===== config.mk =====
export PLATFORM = sky130hd
export DESIGN_NAME = logs_motion_flat
export DESIGN_NICKNAME = d
export VERILOG_FILES = /design/src/rtl/logs_motion_if.sv /design/src/rtl/logs_motion.sv /design/src/flat_wrapper.sv
export SDC_FILE = /design/constraint.sdc
export NUM_CORES = 1
export LEC_CHECK = 0
export CAP_MARGIN = 20
export CORE_UTILIZATION = 45
export CTS_BUF_LIST = sky130_fd_sc_hd__clkbuf_8
export DETAILED_ROUTE_END_ITERATION = 10
export DONT_BUFFER_PORTS = 1
export GPL_TIMING_DRIVEN = 0
export SLEW_MARGIN = 20
export SYNTH_ARGS = -nofsm -noshare
export SYNTH_HDL_FRONTEND = slang
export SYNTH_SLANG_ARGS = --single-unit

===== constraint.sdc =====
create_clock -name clk -period 4.8 [get_ports clk]
set_input_delay 0.48 -clock clk [delete_from_list [all_inputs] [get_ports clk]]
set_output_delay 0.48 -clock clk [all_outputs]
set_load 0.05 [all_outputs]

===== src/rtl/logs_motion_if.sv =====
// Renderer-facing bundle of logs_motion: per-lane log x positions, log lengths,
// lane directions, per-lane step pulses and the running flag.
interface logs_motion_if;
    logic [9:0] lane0_log0_x, lane1_log0_x, lane2_log0_x, lane3_log0_x, lane4_log0_x, lane5_log0_x;
    logic [9:0] lane0_log1_x, lane1_log1_x, lane2_log1_x, lane3_log1_x, lane4_log1_x, lane5_log1_x;
    logic [9:0] lane0_loglength, lane1_loglength, lane2_loglength;
    logic [9:0] lane3_loglength, lane4_loglength, lane5_loglength;
    logic [5:0] lane_dir;
    logic [5:0] lane_moved;
    logic       running;

    modport master (
        output lane0_log0_x, lane1_log0_x, lane2_log0_x, lane3_log0_x, lane4_log0_x, lane5_log0_x,
        output lane0_log1_x, lane1_log1_x, lane2_log1_x, lane3_log1_x, lane4_log1_x, lane5_log1_x,
        output lane0_loglength, lane1_loglength, lane2_loglength,
        output lane3_loglength, lane4_loglength, lane5_loglength,
        output lane_dir, lane_moved, running
    );

    modport slave (
        input lane0_log0_x, lane1_log0_x, lane2_log0_x, lane3_log0_x, lane4_log0_x, lane5_log0_x,
        input lane0_log1_x, lane1_log1_x, lane2_log1_x, lane3_log1_x, lane4_log1_x, lane5_log1_x,
        input lane0_loglength, lane1_loglength, lane2_loglength,
        input lane3_loglength, lane4_loglength, lane5_loglength,
        input lane_dir, lane_moved, running
    );
endinterface


===== src/rtl/logs_motion.sv =====
// River-log x-position engine: six lanes, two logs each, frame-rate dividers and wrap.
// Optional LOGS_MOTION_PAUSE_EN adds a pause input that freezes motion while in RUN.
module logs_motion #(
    parameter int BLOCKSIZE      = 32,
    parameter int X_OFFSET_LEFT  = 96,
    parameter int X_OFFSET_RIGHT = 544,
    parameter int LANE0_PERIOD   = 4,
    parameter int LANE1_PERIOD   = 3,
    parameter int LANE2_PERIOD   = 2,
    parameter int LANE3_PERIOD   = 3,
    parameter int LANE4_PERIOD   = 4,
    parameter int LANE5_PERIOD   = 2,
    parameter int LANE0_LEN      = 96,
    parameter int LANE1_LEN      = 64,
    parameter int LANE2_LEN      = 96,
    parameter int LANE3_LEN      = 64,
    parameter int LANE4_LEN      = 96,
    parameter int LANE5_LEN      = 64
) (
    input  logic          clk,
    input  logic          reset,
    input  logic          frame_tick,
    input  logic          start,
    input  logic          stop,
    input  logic [1:0]    level,
`ifdef LOGS_MOTION_PAUSE_EN
    input  logic          pause,
`endif
    logs_motion_if.master rif
);

    localparam logic [0:0] ST_IDLE = 1'b0;
    localparam logic [0:0] ST_RUN  = 1'b1;

    localparam logic [9:0] XL = 10'(X_OFFSET_LEFT);
    localparam logic [9:0] XR = 10'(X_OFFSET_RIGHT);

    localparam logic [5:0][3:0] PERIOD = {4'(LANE5_PERIOD), 4'(LANE4_PERIOD), 4'(LANE3_PERIOD),
                                          4'(LANE2_PERIOD), 4'(LANE1_PERIOD), 4'(LANE0_PERIOD)};
    localparam logic [5:0][9:0] LEN    = {10'(LANE5_LEN), 10'(LANE4_LEN), 10'(LANE3_LEN),
                                          10'(LANE2_LEN), 10'(LANE1_LEN), 10'(LANE0_LEN)};
    // Even lanes move right, odd lanes move left.
    localparam logic [5:0]      DIR    = 6'b010101;

    function automatic logic [3:0] eff_period(input logic [3:0] p, input logic [1:0] lvl);
        logic [3:0] s;
        s = p >> lvl;
        return (s == 4'd0) ? 4'd1 : s;
    endfunction

    function automatic logic [9:0] init_x(input int lane, input int base);
        return 10'(X_OFFSET_LEFT + base + BLOCKSIZE * lane);
    endfunction

    function automatic logic [9:0] move_x(input logic [9:0] x, input logic [9:0] len,
                                          input logic right);
        logic [9:0] nx;
        logic [9:0] tail;
        if (right) begin
            nx = x + 10'd1;
            return (nx >= XR) ? (XL - len) : nx;
        end
        nx   = x - 10'd1;
        tail = nx + len;
        return (tail <= XL) ? XR : nx;
    endfunction

    logic [0:0] state_q, state_d;
    logic [3:0] cnt_q [6];
    logic [3:0] cnt_d [6];
    logic [9:0] x0_q  [6];
    logic [9:0] x0_d  [6];
    logic [9:0] x1_q  [6];
    logic [9:0] x1_d  [6];
    logic [5:0] moved_q, moved_d;
    logic       advance;

`ifdef LOGS_MOTION_PAUSE_EN
    assign advance = frame_tick & ~pause;
`else
    assign advance = frame_tick;
`endif

    always_comb begin
        state_d = state_q;
        moved_d = 6'd0;
        for (int n = 0; n < 6; n++) begin
            cnt_d[n] = cnt_q[n];
            x0_d[n]  = x0_q[n];
            x1_d[n]  = x1_q[n];
        end
        if (stop) begin
            state_d = ST_IDLE;
        end else if (start) begin
            state_d = ST_RUN;
            for (int n = 0; n < 6; n++) begin
                cnt_d[n] = eff_period(PERIOD[n], level);
                x0_d[n]  = init_x(n, 0);
                x1_d[n]  = init_x(n, 7 * BLOCKSIZE);
            end
        end else if (state_q == ST_RUN && advance) begin
            // level only takes effect here, at reload; in-flight counts run out untouched.
            for (int n = 0; n < 6; n++) begin
                if (cnt_q[n] <= 4'd1) begin
                    cnt_d[n]   = eff_period(PERIOD[n], level);
                    moved_d[n] = 1'b1;
                    x0_d[n]    = move_x(x0_q[n], LEN[n], DIR[n]);
                    x1_d[n]    = move_x(x1_q[n], LEN[n], DIR[n]);
                end else begin
                    cnt_d[n] = cnt_q[n] - 4'd1;
                end
            end
        end
    end

    always_ff @(posedge clk or posedge reset) begin
        if (reset) begin
            state_q <= ST_IDLE;
            moved_q <= 6'd0;
            for (int n = 0; n < 6; n++) begin
                cnt_q[n] <= 4'd0;
                x0_q[n]  <= init_x(n, 0);
                x1_q[n]  <= init_x(n, 7 * BLOCKSIZE);
            end
        end else begin
            state_q <= state_d;
            moved_q <= moved_d;
            for (int n = 0; n < 6; n++) begin
                cnt_q[n] <= cnt_d[n];
                x0_q[n]  <= x0_d[n];
                x1_q[n]  <= x1_d[n];
            end
        end
    end

    assign rif.lane0_log0_x = x0_q[0];
    assign rif.lane1_log0_x = x0_q[1];
    assign rif.lane2_log0_x = x0_q[2];
    assign rif.lane3_log0_x = x0_q[3];
    assign rif.lane4_log0_x = x0_q[4];
    assign rif.lane5_log0_x = x0_q[5];
    assign rif.lane0_log1_x = x1_q[0];
    assign rif.lane1_log1_x = x1_q[1];
    assign rif.lane2_log1_x = x1_q[2];
    assign rif.lane3_log1_x = x1_q[3];
    assign rif.lane4_log1_x = x1_q[4];
    assign rif.lane5_log1_x = x1_q[5];

    assign rif.lane0_loglength = LEN[0];
    assign rif.lane1_loglength = LEN[1];
    assign rif.lane2_loglength = LEN[2];
    assign rif.lane3_loglength = LEN[3];
    assign rif.lane4_loglength = LEN[4];
    assign rif.lane5_loglength = LEN[5];

    assign rif.lane_dir   = DIR;
    assign rif.lane_moved = moved_q;
    assign rif.running    = (state_q == ST_RUN);

endmodule


===== src/flat_wrapper.sv =====
// flat-port wrapper written by rule: the top's interface ports become plain ports
module logs_motion_flat 
#(
    parameter int BLOCKSIZE      = 32,
    parameter int X_OFFSET_LEFT  = 96,
    parameter int X_OFFSET_RIGHT = 544,
    parameter int LANE0_PERIOD   = 4,
    parameter int LANE1_PERIOD   = 3,
    parameter int LANE2_PERIOD   = 2,
    parameter int LANE3_PERIOD   = 3,
    parameter int LANE4_PERIOD   = 4,
    parameter int LANE5_PERIOD   = 2,
    parameter int LANE0_LEN      = 96,
    parameter int LANE1_LEN      = 64,
    parameter int LANE2_LEN      = 96,
    parameter int LANE3_LEN      = 64,
    parameter int LANE4_LEN      = 96,
    parameter int LANE5_LEN      = 64
)
  (clk, reset, frame_tick, start, stop, level, rif_lane0_log0_x, rif_lane1_log0_x, rif_lane2_log0_x, rif_lane3_log0_x, rif_lane4_log0_x, rif_lane5_log0_x, rif_lane0_log1_x, rif_lane1_log1_x, rif_lane2_log1_x, rif_lane3_log1_x, rif_lane4_log1_x, rif_lane5_log1_x, rif_lane0_loglength, rif_lane1_loglength, rif_lane2_loglength, rif_lane3_loglength, rif_lane4_loglength, rif_lane5_loglength, rif_lane_dir, rif_lane_moved, rif_running);
  logs_motion_if rif_i ();
  input  logic clk;
  input  logic reset;
  input  logic frame_tick;
  input  logic start;
  input  logic stop;
  input  logic [1:0] level;
  output wire logic [$bits(rif_i.lane0_log0_x)-1:0] rif_lane0_log0_x;
  output wire logic [$bits(rif_i.lane1_log0_x)-1:0] rif_lane1_log0_x;
  output wire logic [$bits(rif_i.lane2_log0_x)-1:0] rif_lane2_log0_x;
  output wire logic [$bits(rif_i.lane3_log0_x)-1:0] rif_lane3_log0_x;
  output wire logic [$bits(rif_i.lane4_log0_x)-1:0] rif_lane4_log0_x;
  output wire logic [$bits(rif_i.lane5_log0_x)-1:0] rif_lane5_log0_x;
  output wire logic [$bits(rif_i.lane0_log1_x)-1:0] rif_lane0_log1_x;
  output wire logic [$bits(rif_i.lane1_log1_x)-1:0] rif_lane1_log1_x;
  output wire logic [$bits(rif_i.lane2_log1_x)-1:0] rif_lane2_log1_x;
  output wire logic [$bits(rif_i.lane3_log1_x)-1:0] rif_lane3_log1_x;
  output wire logic [$bits(rif_i.lane4_log1_x)-1:0] rif_lane4_log1_x;
  output wire logic [$bits(rif_i.lane5_log1_x)-1:0] rif_lane5_log1_x;
  output wire logic [$bits(rif_i.lane0_loglength)-1:0] rif_lane0_loglength;
  output wire logic [$bits(rif_i.lane1_loglength)-1:0] rif_lane1_loglength;
  output wire logic [$bits(rif_i.lane2_loglength)-1:0] rif_lane2_loglength;
  output wire logic [$bits(rif_i.lane3_loglength)-1:0] rif_lane3_loglength;
  output wire logic [$bits(rif_i.lane4_loglength)-1:0] rif_lane4_loglength;
  output wire logic [$bits(rif_i.lane5_loglength)-1:0] rif_lane5_loglength;
  output wire logic [$bits(rif_i.lane_dir)-1:0] rif_lane_dir;
  output wire logic [$bits(rif_i.lane_moved)-1:0] rif_lane_moved;
  output wire logic [$bits(rif_i.running)-1:0] rif_running;
  assign rif_lane0_log0_x = rif_i.lane0_log0_x;
  assign rif_lane1_log0_x = rif_i.lane1_log0_x;
  assign rif_lane2_log0_x = rif_i.lane2_log0_x;
  assign rif_lane3_log0_x = rif_i.lane3_log0_x;
  assign rif_lane4_log0_x = rif_i.lane4_log0_x;
  assign rif_lane5_log0_x = rif_i.lane5_log0_x;
  assign rif_lane0_log1_x = rif_i.lane0_log1_x;
  assign rif_lane1_log1_x = rif_i.lane1_log1_x;
  assign rif_lane2_log1_x = rif_i.lane2_log1_x;
  assign rif_lane3_log1_x = rif_i.lane3_log1_x;
  assign rif_lane4_log1_x = rif_i.lane4_log1_x;
  assign rif_lane5_log1_x = rif_i.lane5_log1_x;
  assign rif_lane0_loglength = rif_i.lane0_loglength;
  assign rif_lane1_loglength = rif_i.lane1_loglength;
  assign rif_lane2_loglength = rif_i.lane2_loglength;
  assign rif_lane3_loglength = rif_i.lane3_loglength;
  assign rif_lane4_loglength = rif_i.lane4_loglength;
  assign rif_lane5_loglength = rif_i.lane5_loglength;
  assign rif_lane_dir = rif_i.lane_dir;
  assign rif_lane_moved = rif_i.lane_moved;
  assign rif_running = rif_i.running;
  logs_motion #(.BLOCKSIZE(BLOCKSIZE), .X_OFFSET_LEFT(X_OFFSET_LEFT), .X_OFFSET_RIGHT(X_OFFSET_RIGHT), .LANE0_PERIOD(LANE0_PERIOD), .LANE1_PERIOD(LANE1_PERIOD), .LANE2_PERIOD(LANE2_PERIOD), .LANE3_PERIOD(LANE3_PERIOD), .LANE4_PERIOD(LANE4_PERIOD), .LANE5_PERIOD(LANE5_PERIOD), .LANE0_LEN(LANE0_LEN), .LANE1_LEN(LANE1_LEN), .LANE2_LEN(LANE2_LEN), .LANE3_LEN(LANE3_LEN), .LANE4_LEN(LANE4_LEN), .LANE5_LEN(LANE5_LEN)) u_core (.clk(clk), .reset(reset), .frame_tick(frame_tick), .start(start), .stop(stop), .level(level), .rif(rif_i));
endmodule

Word level (Yosys, flattened, before mapping) --
Index checks and enable logic that the tools add are counted.
Storage, ports and cells: register bits after elaboration 151, input bits 7, output and inout port bits 193, logic and storage cells 177
Operators by class: add/sub/neg operators 36, $lt $le $gt $ge 24, shifts and indexed selects 3, mux-type cells 74, bitwise operators 1, reductions and logical operators 19
Operator list (count):
- 2-to-1 mux 10 bit | 36
- 2-to-1 mux 60 bit | 4
- adder 10 x 7 -> 10 bit (second input constant) | 12
- less-or-equal comparator 10 x 7 -> 1 bit (second input constant) | 12
- subtractor 10 x 1 -> 10 bit (second input constant) | 12
- adder 10 x 1 -> 10 bit (second input constant) | 6
- greater-or-equal comparator 10 bit (second input constant) | 6
- 2-to-1 mux 24 bit | 2
- 2-to-1 mux 4 bit | 9
- less-or-equal comparator 4 x 1 -> 1 bit (second input constant) | 6
- subtractor 4 x 1 -> 4 bit (second input constant) | 6
- 2-to-1 mux 1 bit | 20
- 2-to-1 mux 6 bit | 3
- AND reduction 3 bit | 6
- nonzero test 2 bit | 8
- logical NOT 4 bit | 3
- right shift 2 x 2 -> 4 bit (first input constant) | 2
- right shift 3 x 2 -> 4 bit (first input constant) | 1
- AND reduction 2 bit | 1
- logical AND 1 bit | 1
- inverter 1 bit | 1

Logic depth before layout (Yosys ltp) --
Gate-level depths: netlist (run 1).
word-level depth 9, mapped depth 14, mapped depth without buffers 13

Worst setup path after synthesis (run 1) --
Ideal clock, no wire load.
path type register to register, start point reg u_core.x1_q, in the netlist u_core.rif.lane3_log1_x[1], end point reg u_core.x1_q, in the netlist u_core.rif.lane3_log1_x[5], library setup time 60 ps, arrival time 3464 ps, required time 4740 ps, slack 1276 ps, stages on the path, launching flop included 13, buffers on the path 0, clock period less this slack 3524 ps, cell sequence dfrtp_1 > inv_1 > ha_1 > or3b_2 > nor3_1 > xnor2_1 > ha_1 > xnor2_1 > nand4b_1 > a2111oi_0 > mux2i_1 > o21ai_2 > o221a_2
On the way: cells in the longest elaborated chain, start to end 7
RTL lines:
- from (decl) | RTL line logs_motion.sv:73 | logic [9:0] x1_q [6];
- from (signal, indexed assignment) | RTL line logs_motion.sv:123 | x1_q[n] <= init_x(n, 7 * BLOCKSIZE);
- from (signal, indexed assignment) | RTL line logs_motion.sv:131 | x1_q[n] <= x1_d[n];
- subtractor 10 x 1 -> 10 bit * | RTL line logs_motion.sv:63 | nx = x - 10'd1;
- adder 10 x 7 -> 10 bit | RTL line logs_motion.sv:64 | tail = nx + len;
- less-or-equal comparator 10 x 7 -> 1 bit | RTL line logs_motion.sv:65 | return (tail <= XL) ? XR : nx;
- 2-to-1 mux 10 bit * | RTL line logs_motion.sv:65
- 2-to-1 mux 10 bit * | RTL line logs_motion.sv:104 | if (cnt_q[n] <= 4'd1) begin
- 2-to-1 mux 60 bit * | RTL line logs_motion.sv:101 | end else if (state_q == ST_RUN && advance) begin
- 2-to-1 mux 60 bit * | RTL line logs_motion.sv:94 | end else if (start) begin
Every way passes the cells marked *; elsewhere a longest branch is shown, timed or not. The select of a mux whose other input is x is not followed. A chain may end at the register's enable or synchronous reset.

Worst setup path after layout (run 1) --
Same ends and word-level chain as after synthesis.

==> impl_metrics.env, run 1 <==
export IMPL_crit_arrival_ps=4540
export IMPL_hpwl_um=17100
export IMPL_p_leak_nw=5.07
export IMPL_io_pins=200
export IMPL_max_cap_viol_count=0
export IMPL_syn2layout_area_growth_pct=10.2
export IMPL_row_count=55
export IMPL_ir_worst_vdd_mv=0.483
export IMPL_finalCritPeriodShare=0.863
export IMPL_synthAdderAreaFrac=0.0558
export IMPL_synth_most_common_cell="nand2_1"
export IMPL_postCtsSetupBuffers=0
export IMPL_grt_pass1_vias=7940
export IMPL_worstReg2RegStart="u_core.rif.lane3_log1_x[1]$_DFFE_PP0P_"
export IMPL_firstDrtPassIters=5
export IMPL_synth_distinct_cells=79
export IMPL_rsz0062_at_grt="false"
export IMPL_synth_edff_count=0
export IMPL_endpoint_kind="flip-flop"
export IMPL_p_switching_w=0.00317
export IMPL_synth_area_mux_share=0.0120
export IMPL_fin_nets=1345
export IMPL_cts_sinks=151
export IMPL_relSlewSlack=0.388
export IMPL_grt_pass1_wl_um=40100
export IMPL_drive_gt1_frac=0.126
export IMPL_synth_async_reset_ratio=1.00
export IMPL_first_iter_violations=386
export IMPL_worstHoldPathType="input pin to flip-flop"
export IMPL_cts_buffers=17
export IMPL_final_cell_area_sq_um=11400
export IMPL_core_area_sq_um=22600
export IMPL_die_area_sq_um=23500
export IMPL_holdPathStages=1
export IMPL_ys_top_cells_by_area="dfrtp_1 (30%), dfstp_2 (7.1%), ha_1 (5.6%), o21ai_0 (5.0%), nand2_1 (5.0%)"
export IMPL_ys_flop_type="dfrtp_1"
export IMPL_clkPwrFrac=0.162
export IMPL_port_buffers=0
export IMPL_hold_viol_final=0
export IMPL_grt_antenna_before_repair=0
export IMPL_r2r_end="u_core.rif.lane3_log1_x[5]$_DFFE_PP1P_"
export IMPL_clockBufferDepth=2
export IMPL_via_count=8865
export IMPL_max_freq_mhz=241
export IMPL_wl_met1_um=11200
export IMPL_synth_seq_cells=151
export IMPL_highest_layer="met4"
export IMPL_place_area_sq_um=10900
export IMPL_slew_violations=0
export IMPL_n_fill_cell=2167
export IMPL_critPathTopFamily="simple AND/OR/NAND/NOR gates"
export IMPL_crit_chain="inv_1 > ha_1 > or3b_2 > nor3_1 > xnor2_1 > ha_1 > xnor2_1 > nand4b_1 > a2111oi_0 > mux2i_1 > o21ai_2 > o221a_2"
export IMPL_critPathLaunchType="flip-flop"
export IMPL_cp_num_cells=12
export IMPL_tightest_slew_ps=909
export IMPL_hold_ws_ps=93.7
export IMPL_synthXorXnorAreaFrac=0.0396
export IMPL_period_minus_slack_ps=4140
export IMPL_drc=0
export IMPL_final_setup_viol_count=0
export IMPL_seq_area_sq_um=3810
export IMPL_min_from="stop"
export IMPL_path_class="flip-flop to flip-flop"
export IMPL_wl_met3_um=1430
export IMPL_dieHeight_um=153
export IMPL_multi_input_area_sq_um=5860
export IMPL_p_int_w=0.00313
export IMPL_yosys_area_top_type="dfrtp_1"
export IMPL_seqPwrFrac=0.374
export IMPL_synth_area_sq_um=10300
export IMPL_p_comb_frac=0.464
export IMPL_worst_path_max_delay_cell="dfrtp_1"
export IMPL_cts_htree_levels=4
export IMPL_start_util=0.457
export IMPL_path_clk_slew_ps=90
export IMPL_insertion_delay_ps=450
export IMPL_avgRoutedWirePerCell_um=15.3
export IMPL_crit_fanout=8
export IMPL_grt_start_max_net_pins=77
export IMPL_critical_path_buf_inv_count=1
export IMPL_synth_top_cell_area_share=0.299
export IMPL_cts_tree="built"
export IMPL_setup_tns_ps=0
export IMPL_fp_dieW_um=153
export IMPL_via_per_inst=5.58
export IMPL_p_per_area_nw_per_um2=554
export IMPL_finClkSkew_ps=17.0
export IMPL_status="finished, final reports clean"
export IMPL_synth_top_family_by_area="simple AND/OR/NAND/NOR gates"
export IMPL_routed_wl_um=24300
export IMPL_finalWeightedCongestion=0.899
export IMPL_synth_seq_area_share=0.370
export IMPL_synth_area_per_cell_sq_um=8.54
export IMPL_wl_met2_um=11400
export IMPL_hold_path_endpoint="u_core.rif.running$_DFFE_PP0P_"
export IMPL_required_ps=5200
export IMPL_synth_commonest_cells="nand2_1 (136), dfrtp_1 (123), o21ai_0 (103)"
export IMPL_ys_warn_count=0
export IMPL_n_antenna_cell=0
export IMPL_reg2reg_depth=12
export IMPL_slowest_delay_ps=600
export IMPL_overflow=0
export IMPL_dp_slack_ps=670
export IMPL_syn_inst=1207
export IMPL_switching_share=0.503
export IMPL_track_usage=0.206
export IMPL_cts_root_buf="clkbuf_8"
export IMPL_drtAntennaViolNets=0
export IMPL_synth_compound_area_frac=0.218
export IMPL_synth_simple_area_share=0.219
export IMPL_r2r_slack_ps=660
export IMPL_worst_slack_ps=656
[sequential cells by signal (all words and copies together), names as in the netlist]
name	flops
u_core.cnt_q	24
u_core.rif.lane0_log0_x	10
u_core.rif.lane0_log1_x	10
u_core.rif.lane1_log0_x	10
u_core.rif.lane1_log1_x	10
u_core.rif.lane2_log0_x	10
u_core.rif.lane2_log1_x	10
u_core.rif.lane3_log0_x	10
u_core.rif.lane3_log1_x	10
u_core.rif.lane4_log0_x	10
u_core.rif.lane4_log1_x	10
u_core.rif.lane5_log0_x	10
u_core.rif.lane5_log1_x	10
u_core.rif.lane_moved	6
u_core.rif.running	1
[placed cells by master (no fill, tap or decap), types with 11 or more instances in the layout]
cell type and n:
nand2_1 136, dfrtp_1 123, o21ai_0 103, nor2_1 88
inv_1 66, buf_4 66, conb_1 66, a21oi_1 55
ha_1 46, nor3_1 38, clkbuf_1 36, nand3_1 34
dfstp_2 28, xnor2_1 26, clkbuf_8 19, xor2_1 18
a22o_1 18, nand2b_1 17, or2_2 16, and3_1 15
a31oi_1 15, o221ai_1 15, nor4_1 14, o22ai_1 14
and2_1 13, o211ai_1 12, or4_1 11, a21o_1 11
[power by group through the flow]
stage | clock (W) | sequential (W) | combinational (W)
after floorplan | 0 | 0.00228 | 0.00239
after global placement | 0 | 0.00237 | 0.00290
final | 0.00102 | 0.00235 | 0.00292
after detailed placement | 0 | 0.00237 | 0.00290
after global routing | 0.00111 | 0.00240 | 0.00331
after CTS | 0.00105 | 0.00235 | 0.00291
[kinds of logic (layout without fill, tap and decap cells)]
family,after synthesis,in the layout
and+or+nand+nor,447,447
AOI/OAI and AO/OA,335,335
buffers and inverters,169,203
DFF,151,151
adders and majority gates,46,46
xor gates and xnor gates,45,45
muxes,12,12
other,2,66
[per-stage QoR]
stage                     power, W  utilization  std cells
final                      0.00629        0.503       1590
after global routing       0.00682        0.503       1590
after CTS                  0.00632        0.503       1590
after detailed placement   0.00527        0.485       1557
after global placement     0.00527        0.483       1556
after floorplan            0.00467            -       1271
[metal layers]
layer  vias up  global-route usage
met5         -                   0
met4         0              0.0538
met3        12              0.0547
met2       217               0.339
met1      4220               0.268
li1       4416                   -
[what timing repair did]
action,4_1_cts,5_1_grt
endpoints found under the hold margin,60,0
hold buffers,1,0
gates resized for setup,0,0
[worst max-delay path by stage]
stage                                                 startpoint                                endpoint  slack [ps]
after floorplan                                            reset             u_core.cnt_q[0]$_DFFE_PP0P_         300
final                     u_core.rif.lane3_log1_x[1]$_DFFE_PP0P_  u_core.rif.lane3_log1_x[5]$_DFFE_PP1P_         660
after global placement                                     reset  u_core.rif.lane2_log0_x[3]$_DFFE_PP0P_       -1840
after detailed placement  u_core.rif.lane3_log1_x[1]$_DFFE_PP0P_  u_core.rif.lane3_log1_x[5]$_DFFE_PP1P_         670
after global routing      u_core.rif.lane3_log1_x[1]$_DFFE_PP0P_  u_core.rif.lane3_log1_x[0]$_DFFE_PP0P_         370
after CTS                 u_core.rif.lane3_log1_x[1]$_DFFE_PP0P_  u_core.rif.lane3_log1_x[5]$_DFFE_PP1P_         640
[final cells by class]
class                           instances  share of cell area
Timing Repair Buffer                    2             0.00330
Multi-Input combinational cell        951               0.516
Inverter                               65              0.0221
Clock inverter                         13              0.0126
Buffer                                104              0.0563
Tap cell                              285              0.0314
Sequential cell                       151               0.336
Clock buffer                           19              0.0230
[worst reg2reg max path, delay by kind of cell, from the launching register on]
kind / cells / cell delay [ps]
mux: 1 / 340
compound gates: 3 / 1060
xor+xnor: 2 / 270
fa+ha+maj: 2 / 440
buf+inv: 1 / 190
flops: 1 / 600
simple gates: 3 / 1180
Note: power is estimated with default switching activity, not from simulation.
==> run 2: changes to the inputs <==
==> constraint.sdc (replaced) <==
create_clock -name clk -period 4.8 [get_ports clk]
set_input_delay 0.24 -clock clk [delete_from_list [all_inputs] [get_ports clk]]
set_output_delay 0.24 -clock clk [all_outputs]
set_load 0.05 [all_outputs]
==> impl_metrics.env, run 2 (synthesis gave the netlist of run 1 again) <==
export IMPL_finalCritPeriodShare=0.866
export IMPL_critPathLaunchType="flip-flop"
export IMPL_period_minus_slack_ps=4160
export IMPL_via_count=8855
export IMPL_final_common_cell="nand2_1"
export IMPL_finClkSkew_ps=17.3
export IMPL_fp_dieW_um=153
export IMPL_status="finished, final reports clean"
export IMPL_row_count=55
export IMPL_critical_path_buf_inv_count=1
export IMPL_die_area_sq_um=23500
export IMPL_grt_pass1_wl_um=40200
export IMPL_core_area_sq_um=22600
export IMPL_dieHeight_um=153
export IMPL_io_pins=200
export IMPL_required_ps=5200
export IMPL_p_per_area_nw_per_um2=553
export IMPL_grt_antenna_before_repair=0
export IMPL_place_area_sq_um=10900
export IMPL_worstHoldPathType="input pin to flip-flop"
export IMPL_path_clk_slew_ps=90
export IMPL_crit_arrival_ps=4560
export IMPL_hold_ws_ps=55.4
export IMPL_cts_sinks=151
export IMPL_first_iter_violations=453
export IMPL_max_cap_viol_count=0
export IMPL_max_freq_mhz=240
export IMPL_start_util=0.457
export IMPL_regMostFlops="u_core.cnt_q"
export IMPL_avgRoutedWirePerCell_um=15.3
export IMPL_clockBufferDepth=2
export IMPL_final_util=0.504
export IMPL_hold_viol_final=0
export IMPL_cts_buffers=17
export IMPL_postCtsSetupBuffers=0
export IMPL_cts_htree_levels=4
export IMPL_syn2layout_area_growth_pct=10.4
export IMPL_relSlewSlack=0.384
export IMPL_cts_resized=0
export IMPL_slowest_delay_ps=600
export IMPL_worst_path_max_delay_cell="dfrtp_1"
export IMPL_cts_hold_buf=3
export IMPL_critPathTopFamily="simple AND/OR/NAND/NOR gates"
export IMPL_n_antenna_cell=0
export IMPL_overflow=0
export IMPL_via_per_inst=5.56
export IMPL_insertion_delay_ps=450
export IMPL_grt_start_max_net_pins=77
export IMPL_fin_nets=1347
export IMPL_ir_worst_vdd_mv=0.483
export IMPL_cts_tree="built"
export IMPL_drc=0
export IMPL_crit_fanout=8
export IMPL_drtAntennaViolNets=0
export IMPL_final_cell_mix="nand2_1 (136), dfrtp_1 (123), o21ai_0 (103)"
export IMPL_port_buffers=0
export IMPL_track_usage=0.207
export IMPL_endpoint_kind="flip-flop"
export IMPL_tightest_slew_ps=915
export IMPL_setup_tns_ps=0
export IMPL_n_fill_cell=2168
export IMPL_routed_wl_um=24300
export IMPL_rsz0062_at_grt="false"
export IMPL_firstDrtPassIters=5
export IMPL_path_class="flip-flop to flip-flop"
export IMPL_p_leak_nw=5.08
export IMPL_final_setup_viol_count=0
export IMPL_drive_gt1_frac=0.126
export IMPL_cts_root_buf="clkbuf_8"
export IMPL_hpwl_um=17100
export IMPL_slew_violations=0
export IMPL_grt_pass1_vias=7947
export IMPL_final_cell_area_sq_um=11400
export IMPL_largest_reg_flops=24
export IMPL_crit_chain="inv_1 > ha_1 > or3b_2 > nor3_1 > xnor2_1 > ha_1 > xnor2_1 > nand4b_1 > a2111oi_0 > mux2i_1 > o21ai_2 > o221a_2"
export IMPL_finalWeightedCongestion=0.899
run 2: cell types whose count changed in the layout (fill, tap and decap cells not counted):
cell / delta
dlygate4sd3_1: +2
run 2: final timing paths:
| path | end | depth (start not counted) | from | slack [ps] |
|---|---|---|---|---|
| worst max-delay path | u_core.rif.lane3_log1_x[5]$_DFFE_PP1P_ | 12 | u_core.rif.lane3_log1_x[1]$_DFFE_PP0P_ | 640 |
| worst min-delay path | u_core.cnt_q[23]$_DFFE_PP0P_ | 3 | stop | 60 |
| worst max register to register | u_core.rif.lane3_log1_x[5]$_DFFE_PP1P_ | 12 | u_core.rif.lane3_log1_x[1]$_DFFE_PP0P_ | 640 |
| worst min register to register | u_core.cnt_q[19]$_DFFE_PP0P_ | 1 | u_core.cnt_q[19]$_DFFE_PP0P_ | 500 |
| max in group asynchronous | u_core.rif.lane2_log0_x[7]$_DFFE_PP1P_ | 3 | reset | 3610 |
| min in group asynchronous | u_core.rif.lane3_log1_x[9]$_DFFE_PP0P_ | 2 | reset | 370 |
run 2: worst register-to-register path, cell delays in order, from the launching register on:
cell       delay (ps)
dfrtp_1           600
inv_1             190
ha_1              210
or3b_2            490
nor3_1            500
xnor2_1           150
ha_1              230
xnor2_1           130
nand4b_1          200
a2111oi_0         480
mux2i_1           350
o21ai_2           340
o221a_2           240
run 2: stage by stage:
| step | power (W) | worst slack, ps | std cells |
|---|---|---|---|
| final | 0.00630 | 642 | 1592 |
| after floorplan | 0.00467 | 542 | 1271 |
| after CTS | 0.00632 | 636 | 1592 |
| after detailed placement | 0.00527 | 670 | 1557 |
| after global routing | 0.00682 | 371 | 1592 |
| after global placement | 0.00527 | -1600 | 1556 |
run 2: where the power goes:
group          leakage (nW)  internal [W]  switching [W]
registers              1.97       0.00149       0.000866
logic                  2.89       0.00111        0.00181
clock network         0.218      0.000532       0.000486
total                  5.08       0.00313        0.00317
run 2: layout make-up:
| type | count | area, sq um | area share |
|---|---|---|---|
| buffer | 104 | 639 | 0.0562 |
| clock buffer | 19 | 262 | 0.0230 |
| clock inverter | 13 | 143 | 0.0125 |
| inverter | 65 | 251 | 0.0221 |
| multi-input combinational | 951 | 5860 | 0.515 |
| sequential | 151 | 3810 | 0.335 |
| tap | 285 | 357 | 0.0313 |
| timing repair buffer | 4 | 57.6 | 0.00506 |
run 2: per-layer routing:
| metal | GRT usage | vias to the layer above | wire length, um |
|---|---|---|---|
| li1 | - | 4415 | - |
| met1 | 0.269 | 4202 | 11300 |
| met2 | 0.341 | 223 | 11500 |
| met3 | 0.0533 | 15 | 1410 |
| met4 | 0.0538 | 0 | 184 |
| met5 | 0 | - | 0 |
==> run 3: changes to the inputs <==
--- a/config.mk
+++ b/config.mk
@@ -10,7 +10,6 @@
 export CTS_BUF_LIST = sky130_fd_sc_hd__clkbuf_8
 export DETAILED_ROUTE_END_ITERATION = 10
 export DONT_BUFFER_PORTS = 1
-export GPL_TIMING_DRIVEN = 0
 export SLEW_MARGIN = 20
 export SYNTH_ARGS = -nofsm -noshare
 export SYNTH_HDL_FRONTEND = slang
==> impl_metrics.env, run 3 (synthesis gave the netlist of run 1 again) <==
export IMPL_status="finished, final reports clean"
export IMPL_hold_viol_final=0
export IMPL_cts_htree_levels=4
export IMPL_final_setup_viol_count=0
export IMPL_switching_share=0.503
export IMPL_via_per_inst=5.74
export IMPL_row_count=55
export IMPL_p_int_w=0.00314
export IMPL_final_cell_mix="nand2_1 (136), dfrtp_1 (123), o21ai_0 (103)"
export IMPL_clockBufferDepth=2
export IMPL_fin_nets=1253
export IMPL_routed_wl_um=23700
export IMPL_die_area_sq_um=23500
export IMPL_cts_hold_buf=5
export IMPL_avgRoutedWirePerCell_um=15.8
export IMPL_rsz0062_at_grt="false"
export IMPL_p_per_area_nw_per_um2=582
export IMPL_endpoint_kind="flip-flop"
export IMPL_required_ps=5200
export IMPL_drive_gt1_frac=0.0915
export IMPL_cts_buffers=17
export IMPL_grt_pass1_vias=7990
export IMPL_regMostFlops="u_core.cnt_q"
export IMPL_path_clk_slew_ps=80
export IMPL_r2r_slack_ps=790
export IMPL_clkPwrFrac=0.176
export IMPL_relSlewSlack=0.457
export IMPL_start_util=0.457
export IMPL_seqPwrFrac=0.382
export IMPL_p_leak_nw=4.72
export IMPL_path_class="flip-flop to flip-flop"
export IMPL_ir_worst_vdd_mv=0.387
export IMPL_postCtsSetupBuffers=0
export IMPL_firstDrtPassIters=6
export IMPL_max_freq_mhz=249
export IMPL_finalWeightedCongestion=0.859
export IMPL_finalCritPeriodShare=0.835
export IMPL_via_count=8599
export IMPL_syn2layout_area_growth_pct=5.19
export IMPL_cts_sinks=151
export IMPL_critPathLaunchType="flip-flop"
export IMPL_port_buffers=0
export IMPL_slew_violations=0
export IMPL_drc=0
export IMPL_n_antenna_cell=0
export IMPL_hpwl_um=16300
export IMPL_first_iter_violations=525
export IMPL_track_usage=0.208
export IMPL_max_cap_viol_count=0
export IMPL_fp_dieW_um=153
export IMPL_p_switching_w=0.00317
export IMPL_period_minus_slack_ps=4010
export IMPL_crit_arrival_ps=4410
export IMPL_p_comb_frac=0.442
export IMPL_cts_tree="built"
export IMPL_largest_reg_flops=24
export IMPL_overflow=0
export IMPL_final_common_cell="nand2_1"
export IMPL_n_fill_cell=2242
export IMPL_grt_antenna_before_repair=0
export IMPL_dieHeight_um=153
export IMPL_finClkSkew_ps=17.5
export IMPL_worstHoldPathType="input pin to flip-flop"
export IMPL_insertion_delay_ps=460
export IMPL_final_util=0.480
export IMPL_cts_root_buf="clkbuf_8"
export IMPL_grt_start_max_net_pins=71
export IMPL_cts_resized=0
export IMPL_setup_tns_ps=0
export IMPL_tightest_slew_ps=809
export IMPL_drtAntennaViolNets=0
export IMPL_core_area_sq_um=22600
export IMPL_crit_fanout=8
export IMPL_io_pins=200
export IMPL_grt_pass1_wl_um=40600
-- run 3: cell types whose count changed in the layout (fill, tap and decap cells not counted), sizes merged --
cell	previous run	this run
clkbuf	55	19
inv	67	65
clkinvlp	2	3
dlygate4sd3	3	5
buf	69	9
bufinv	3	4
-- run 3: layout make-up --
cell class	count	area (sq um)	share of cell area
Clock inverter	13	191	0.0177
Timing Repair Buffer	14	118	0.0108
Inverter	65	249	0.0230
Sequential cell	151	3810	0.352
Tap cell	285	357	0.0329
Clock buffer	19	262	0.0241
Multi-Input combinational cell	951	5860	0.540
-- run 3: worst max-delay path, stage by stage (launching register included) --
cell and delay, ps:
dfrtp_1 590, inv_1 190, ha_1 210, or3b_2 500
nor3_1 450, xnor2_1 150, ha_1 230, xnor2_1 130
nand4b_1 210, a2111oi_0 430, mux2i_1 320, o21ai_2 320
o221a_2 230
-- run 3: layer usage --
layer / routed length, um / vias up / global-route usage / share of wire
li1: - / 4229 / - / -
met1: 11200 / 4198 / 0.277 / 0.48
met2: 11100 / 159 / 0.333 / 0.47
met3: 1160 / 13 / 0.0542 / 0.049
met4: 180 / 0 / 0.0562 / 0.0076
met5: 0 / - / 0 / 0
-- run 3: path summary, 6_finish.rpt --
| check | from | endpoint | cells past startpoint |
|---|---|---|---|
| hold reg to reg | u_core.cnt_q[19]$_DFFE_PP0P_ | u_core.cnt_q[19]$_DFFE_PP0P_ | 1 |
| setup reg to reg | u_core.rif.lane3_log1_x[1]$_DFFE_PP0P_ | u_core.rif.lane3_log1_x[5]$_DFFE_PP1P_ | 12 |
| max in group asynchronous | reset | u_core.rif.lane5_log1_x[4]$_DFFE_PP0P_ | 3 |
| hold / removal | stop | u_core.cnt_q[16]$_DFFE_PP0P_ | 3 |
| min in group asynchronous | reset | u_core.rif.lane3_log0_x[1]$_DFFE_PP0P_ | 2 |
| setup / recovery | u_core.rif.lane3_log1_x[1]$_DFFE_PP0P_ | u_core.rif.lane3_log1_x[5]$_DFFE_PP1P_ | 12 |
-- run 3: power by group through the flow --
stage | clock network [W] | logic [W] | registers, W
finish | 0.00111 | 0.00279 | 0.00241
detailed placement | 0 | 0.00277 | 0.00244
CTS | 0.00116 | 0.00279 | 0.00241
global placement | 0 | 0.00276 | 0.00243
floorplan | 0 | 0.00239 | 0.00228
global route | 0.00122 | 0.00316 | 0.00247
-- run 3: per-stage QoR --
stage               instance area, sq um  cells  hold slack [ps]  setup WS, ps  power, W
detailed placement                 10300   1461              259           840   0.00521
floorplan                          10600   1271              306           542   0.00467
global route                       10800   1498             15.7           496   0.00684
finish                             10800   1498             37.0           790   0.00632
global placement                   10300   1461              252           959   0.00519
CTS                                10800   1498             6.79           800   0.00636
